--- src/rtl/mmu_refill.sv ---
// Hardware page-table walker that refills one MMU entry per miss: fetch PTE, write fault reg, write entry.
// Optional memory watchdog enabled by defining MMU_REFILL_TIMEOUT_EN.

// state    | meaning
// IDLE     | waiting for miss_req, bases writable
// FETCH    | PTE read outstanding (mem_req high)
// WR_FAULT | writing fault/tag word into MMU
// WR_ENTRY | writing translation entry into MMU
// ACK      | one-cycle miss_ack with miss_ok/refill_err
module mmu_refill #(
    parameter int RV     = 16,
    parameter int PA     = RV,
    parameter int VA     = RV,
    parameter int NMMU   = 8,
    parameter int TO_CYC = 255
) (
    input  logic                      clk,
    input  logic                      reset,
    input  logic                      miss_req,
    input  logic                      miss_ins,
    input  logic                      miss_sup,
    input  logic [$clog2(NMMU)-1:0]   miss_vpn,
    input  logic                      base_we,
    input  logic [1:0]                base_sel,
    input  logic [PA-1:0]             base_data,
    output logic                      mem_req,
    output logic [PA-1:0]             mem_addr,
    input  logic                      mem_ack,
    input  logic [RV-1:0]             mem_rdata,
    output logic                      reg_write,
    output logic [RV-1:0]             reg_data,
    output logic                      miss_ack,
    output logic                      miss_ok,
    output logic                      busy,
    output logic                      refill_err
);

    localparam int VW        = $clog2(NMMU);
    localparam int UNTOUCHED = VA - VW;

    typedef enum logic [2:0] {
        IDLE,
        FETCH,
        WR_FAULT,
        WR_ENTRY,
        ACK
    } state_t;

    state_t state_q, state_d;

    logic [PA-1:0]          base_q [4];
    logic                   ins_q;
    logic                   sup_q;
    logic [VW-1:0]          vpn_q;
    logic [PA-1:0]          addr_q;
    logic [RV-1:UNTOUCHED]  ppn_q;
    logic                   w_q;

    logic                   mem_req_q;
    logic                   reg_write_q;
    logic                   miss_ack_q;
    logic                   miss_ok_q;
    logic                   err_q;
    logic [RV-1:0]          reg_data_q;

    logic                   ok_d;
    logic                   err_d;
    logic [RV-1:0]          reg_data_d;
    logic [RV-1:0]          fault_word;
    logic [RV-1:0]          entry_word;
    logic                   timeout;

    logic [RV-UNTOUCHED+1:0] unused_rdata;
    assign unused_rdata = {mem_rdata[UNTOUCHED-1:3], mem_rdata[0]};

    always_comb begin
        fault_word            = '0;
        fault_word[RV-1 -: VW] = vpn_q;
        fault_word[3]         = ins_q;
        fault_word[2]         = sup_q;
        fault_word[1]         = 1'b1;

        entry_word                   = '0;
        entry_word[RV-1:UNTOUCHED]   = ppn_q;
        entry_word[2]                = w_q;
        entry_word[1]                = 1'b1;
        entry_word[0]                = 1'b1;
    end

`ifdef MMU_REFILL_TIMEOUT_EN
    logic [7:0] wd_q;

    assign timeout    = (wd_q == 8'(TO_CYC - 1));
    assign refill_err = err_q;

    // Counter is held at zero outside FETCH, so every FETCH entry starts fresh.
    always_ff @(posedge clk) begin
        if (reset) begin
            wd_q <= '0;
        end else if (state_q != FETCH) begin
            wd_q <= '0;
        end else if (!mem_ack) begin
            wd_q <= wd_q + 8'd1;
        end
    end
`else
    logic [7:0] unused_to;
    logic       unused_err;

    assign unused_to  = 8'(TO_CYC);
    assign unused_err = err_q;
    assign timeout    = 1'b0;
    assign refill_err = 1'b0;
`endif

    always_comb begin
        state_d    = state_q;
        ok_d       = 1'b0;
        err_d      = 1'b0;
        reg_data_d = reg_data_q;
        case (state_q)
            IDLE: begin
                if (miss_req) begin
                    state_d = FETCH;
                end
            end
            FETCH: begin
                // A returning PTE takes priority over a watchdog expiry in the same cycle.
                if (mem_ack) begin
                    if (mem_rdata[1]) begin
                        state_d    = WR_FAULT;
                        reg_data_d = fault_word;
                    end else begin
                        state_d = ACK;
                    end
                end else if (timeout) begin
                    state_d = ACK;
                    err_d   = 1'b1;
                end
            end
            WR_FAULT: begin
                state_d    = WR_ENTRY;
                reg_data_d = entry_word;
            end
            WR_ENTRY: begin
                state_d = ACK;
                ok_d    = 1'b1;
            end
            ACK: begin
                state_d = IDLE;
            end
            default: begin
                state_d = IDLE;
            end
        endcase
    end

    always_ff @(posedge clk) begin
        if (reset) begin
            state_q     <= IDLE;
            mem_req_q   <= 1'b0;
            reg_write_q <= 1'b0;
            miss_ack_q  <= 1'b0;
            miss_ok_q   <= 1'b0;
            err_q       <= 1'b0;
            reg_data_q  <= '0;
        end else begin
            state_q     <= state_d;
            mem_req_q   <= (state_d == FETCH);
            reg_write_q <= (state_d == WR_FAULT) || (state_d == WR_ENTRY);
            miss_ack_q  <= (state_d == ACK);
            miss_ok_q   <= ok_d;
            err_q       <= err_d;
            reg_data_q  <= reg_data_d;
        end
    end

    // Request context is captured from the bases as they stood before any same-cycle write.
    always_ff @(posedge clk) begin
        if (reset) begin
            ins_q  <= 1'b0;
            sup_q  <= 1'b0;
            vpn_q  <= '0;
            addr_q <= '0;
            ppn_q  <= '0;
            w_q    <= 1'b0;
        end else begin
            if (state_q == IDLE && miss_req) begin
                ins_q  <= miss_ins;
                sup_q  <= miss_sup;
                vpn_q  <= miss_vpn;
                addr_q <= base_q[{miss_sup, miss_ins}] + PA'({miss_vpn, 1'b0});
            end
            if (state_q == FETCH && mem_ack) begin
                ppn_q <= mem_rdata[RV-1:UNTOUCHED];
                w_q   <= mem_rdata[2] & ~ins_q;
            end
        end
    end

    always_ff @(posedge clk) begin
        if (reset) begin
            for (int i = 0; i < 4; i++) begin
                base_q[i] <= '0;
            end
        end else if (base_we) begin
            base_q[base_sel] <= base_data;
        end
    end

    assign mem_req   = mem_req_q;
    assign mem_addr  = addr_q;
    assign reg_write = reg_write_q;
    assign reg_data  = reg_data_q;
    assign miss_ack  = miss_ack_q;
    assign miss_ok   = miss_ok_q;
    assign busy      = (state_q != IDLE);

endmodule

--- config.mk ---
export PLATFORM = sky130hd
export DESIGN_NAME = mmu_refill
export DESIGN_NICKNAME = d
export VERILOG_FILES = /design/src/rtl/mmu_refill.sv
export SDC_FILE = /design/constraint.sdc
export NUM_CORES = 1
export LEC_CHECK = 0
export BUFFER_PORTS_ARGS = -buffer_cell sky130_fd_sc_hd__buf_2
export CORE_UTILIZATION = 45
export DETAILED_ROUTE_END_ITERATION = 10
export PLACE_DENSITY = 0.77
export SLEW_MARGIN = 20
export SYNTH_ARGS = -nofsm -noshare
export SYNTH_HDL_FRONTEND = slang
export SYNTH_SLANG_ARGS = --single-unit
export TNS_END_PERCENT = 1
--- constraint.sdc ---
create_clock -name clk -period 3.3 [get_ports clk]
set_input_delay 0.33 -clock clk [delete_from_list [all_inputs] [get_ports clk]]
set_output_delay 0.33 -clock clk [all_outputs]
set_load 0.02 [all_outputs]
Yosys cells after proc, flatten, opt, wreduce, memory -nomap -nowiden
Memory sizes are Yosys's and may differ from the RTL's.
Cells that the tools add are included.
- word-level logic and storage cells: 49
- register bits after elaboration: 48
- bits in writable memories: 64
- input bits: 44
- memories kept: 1
- memory bits (read-only): 0
- output and inout bits: 38
- bits in latches: 0
- divide/modulo/power cells: 0
- reduce and logical (&&, ||, !) cells: 8
- muxes and demuxes: 16
- add/subtract/negate cells: 1
- multiply operators: 0
- shift operators: 0
- order comparisons: 0
- bitwise operators: 2
- eq/ne operators: 9
- memories (name ; depth ; width ; read ports ; clocked after Yosys merged registers in ; write ports ; line ; text):
    base_q ; 4 ; 16 ; 1 ; 0 ; 4 ; 51 ; logic [PA-1:0] base_q [4];
- operators with widths (cell ; number):
    $mux 16 ; 3
    $pmux 16 s2 ; 1
    $add 16x4->16 ; 1
    $reduce_or 16->1 ; 1
    $eq 3x2->1 const B ; 4
    $pmux 3 s4 ; 1
    $mux 3 ; 3
    $mux 1 ; 7
    $eq 3x1->1 const B ; 2
    $ne 2x2->1 const B ; 2
    $eq 3x3->1 const B ; 1
    $logic_not 3->1 ; 1
    $reduce_and 3->1 ; 1
    $reduce_bool 3->1 ; 1
    $logic_and 1x1->1 ; 2
    $mux 2 ; 1
    $reduce_bool 2->1 ; 1
    $and 1x1->1 ; 1
    $logic_or 1x1->1 ; 1
    $not 1->1 ; 1

Longest topological paths before layout
- depth after elaboration: 5
- gate-level depth with buffers: 11
- mapped depth without buffers: 9

Least setup slack after synthesis
Ideal clock, no wire load.
- path type: input to register
- start: in miss_ins
- end: reg addr_q[10], in the netlist mem_addr[10]
- library setup time: 0.086 ns
- arrival time: 2.446 ns
- path slack: 0.769 ns
- buffers on the path: 2
- required time: 3.214 ns
- cell stages on the path: 9
- cell sequence: buf_6 > buf_12 > mux4_2 > ha_1 > a21o_1 > a21oi_1 > nor4b_2 > xnor2_1 > a211oi_1
- cells in the longest elaborated chain, start to end: 2
- RTL lines (item ; line ; text):
    start, declared ; 20 ; input logic miss_ins,
    $mem_v2 4x16 ; -- ;
    $add 16x4->16 ; 192 ; addr_q <= base_q[{miss_sup, miss_ins}] + PA'({miss_vpn, 1'b0});
    end signal, assigned ; 192 ;
    end, declared ; 55 ; logic [PA-1:0] addr_q;
No other way between the ends.
A chain may end at the register's enable or synchronous reset.

Final worst setup path
- start: mem base_q[2][1] (netlist name)
- end: reg addr_q[13], in the netlist mem_addr[13]
- cells in the longest elaborated chain, start to end: 2
- RTL lines (item ; line):
    start, declared ; 51
    $mem_v2 4x16 ; --
    $add 16x4->16 ; 192
No other way between the ends.

==> results.yml <==
run_status:
  status: "finished clean"
timing:
  hold_ws_ns: 0.200
  slew_viol_final: 0
  tightest_slew_ns: 0.966
  fmax_ghz: 0.400
  rsz0062_at_grt: "no"
  setup_viol: 0
  slew_headroom: 0.355
  layout_min_cycle_time_ns: 2.50
  fin_tns_setup_ns: 0
  finalHoldViolCount: 0
  min_period_over_period: 0.758
  skew_ns: 0.0100
die:
  die_area_um2: 10800
  start_util: 0.472
  coreArea_um2: 9950
  die_h_um: 104
  io_pins: 82
  fp.dieW_um: 104
  row_count: 36
layout:
  layout.nets: 479
  antenna_cells: 0
  final_area_um2: 5280
  synthToLayoutAreaGrowth_pct: 12.5
  fin_util: 0.530
  drive_gt1_frac: 0.250
synth:
  synth_xor_xnor_area_share: 0.0149
  yosys.area_share.simple: 0.189
  ys_seq_area_frac: 0.576
  synth-adder-area-share: 0.0123
  synth_top_area_share: 0.409
  synthMuxAreaShare: 0.100
  ys_ff_latch: 103
  synth_top_family_by_area: "simple AND/OR/NAND/NOR gates"
  synth_ff_type: "edfxtp_1"
  synth-compound-area-share: 0.0621
  synth_cell_types: 50
  netlist_instances: 372
  avgSynthCellArea_um2: 12.6
  synth_enable_flop_cells: 64
  synth_top_area_cell: "edfxtp_1"
  synth_warnings: 0
  synthesis.area_um2: 4690
  synth_area_leaders: "edfxtp_1, dfxtp_1, and2_1"
  async_flop_share: 0
cts:
  cts_resized: 0
  ctsHoldBuffers: 0
  clkSlewWorstSetupHoldPaths_ns: 0.10
  clockBufferDepth: 2
  cts.sinks: 103
  cts_max_level: 3
  clockRootBuffer: "clkbuf_8"
  cts_made_buffers: 9
  post-cts-setup-buffers: 0
  cts_tree: "built"
  clk_latency_ns: 0.36
global_route:
  grt_util_all_layers: 0.173
  grt_pass1_wl_um: 14700
  grt_pass1_vias: 2930
  antenna_found_initial: 0
  grt-ovfl-total: 0
  grt_start_max_net_pins: 44
placed_design:
  gp_congestion: 0.759
  port_buffers: 60
  placed_area_um2: 5090
  dp.final_hpwl_um: 6140
setup_path:
  critPathMaxFanout: 5
  reg2reg_depth: 9
  crit_arrival_ns: 2.78
  end_kind: "flip-flop"
  timing.rr.start: "base_q[2][1]"
  r2r-end: "mem_addr[13]"
  cp-start-kind: "flip-flop"
  required_ns: 3.58
  worstSetupPathType: "flip-flop to flip-flop"
  rrSetupSlack_ns: 0.80
power_and_ir_drop:
  power_density_nw_per_um2: 504
  ir_worst_vdd_v: 0.000216
  p_leak_uw: 0.00201
run:
  drv_cap: 0
detailed_routing:
  drt-wirelength-per-cell_um: 15.7
  wl_um: 8930
  vias_per_cell: 5.17
  drtIter0Drc: 116
  vias: 2942
  ant_nets: 0
  drtPass1Iterations: 4
  drcViolationCount: 0
hold_path:
  min-delay-start: "mem_rdata[13]"
  hold_class: "input port to flip-flop"
  whs_endpoint: "ppn_q[13]"
  min_path_cells: 3
-- critical path, stage by stage, from the launching register on --
cell	delay (ns)
edfxtp_1	0.39
mux4_1	0.50
ha_1	0.22
inv_1	0.07
fa_1	0.20
nor2b_1	0.09
o21ai_0	0.45
nor3_1	0.13
xnor2_1	0.15
a211oi_1	0.22
-- layout by cell type (no fill, tap or decap), drive strengths merged, types with 2 or more instances in the layout --
cell type   n
a211oi     11
a21oi      17
a311oi      4
and2       65
buf        71
clkbuf      9
clkinvlp    2
conb       10
dfxtp      39
edfxtp     64
ha          3
inv        11
mux2i       8
mux4       16
nand2      24
nand2b      4
nand3       2
nand3b      2
nand4       3
nor2       24
nor2b       2
nor3        5
nor3b       3
nor4        3
nor4b       3
nor4bb      2
o21ai       8
or2         2
or3         4
xnor2       7
-- registers in the layout (all words and copies together) (netlist names), 3 cells and up --
register	count
mem_addr	16
state_q	3
ppn_q	3
reg_data	7
vpn_q	3
base_q	64
-- layout make-up --
cell class              count  area (µm²)
repair buffers             71         383
flip-flops and latches    103        2700
multi-input cells         240        1820
fillers                   861        4670
inverters                   6        22.5
clock inverters             7        61.3
clock buffers               9         124
well taps                 133         166
-- where the power goes --
part           total (µW)  internal [µW]  switching (µW)
Sequential           1500           1470            36.3
Clock                 757            291             466
Combinational         404            158             246
Total                2660           1910             748
-- cell families after synthesis --
logic type,Yosys count
and+or+nand+nor,149
DFF,103
AOI/OAI and AO/OA,45
buffers and inverters,38
muxes,24
xor gates and xnor gates,8
adders and majority gates,4
other,1
-- worst max path at each step --
stage	from	endpoint	slack, ns
after floorplan	miss_ins	mem_addr[10]	0.77
after global placement	miss_ins	mem_addr[13]	0.62
after detailed placement	miss_ins	mem_addr[13]	0.57
after CTS	base_q[2][1]	mem_addr[13]	0.79
after global routing	base_q[2][1]	mem_addr[13]	0.66
final	base_q[2][1]	mem_addr[13]	0.80
-- per-stage QoR --
stage               instances  setup slack, ns  power, µW
floorplan                 381            0.769       1820
global placement          553            0.625       1920
detailed placement        553            0.569       1940
CTS                       569            0.793       2680
global route              569            0.656       2770
finish                    569            0.800       2660
-- Yosys cell counts (all sizes together), types with 2 or more instances --
master,n
nor4bb,2
and2,65
buf,16
inv,6
mux2i,8
nor4,3
dfxtp,39
edfxtp,64
nor2b,2
xnor2,7
nand4,3
nand3,2
a211oi,11
or2,2
a21oi,17
mux4,16
nor3b,3
nor3,5
or3,4
nand2,24
nand3b,2
nand2b,4
ha,3
clkbuf,16
nor2,24
nor4b,3
o21ai,8
a311oi,4
-- routing by layer --
metal,up-vias,share of wire,global-route usage
li1,1440,-,-
met1,1419,0.45,0.226
met2,75,0.50,0.300
met3,8,0.042,0.0226
met4,0,0.010,0.0551
met5,-,0,0
Note: power is estimated with default switching activity, not from simulation.
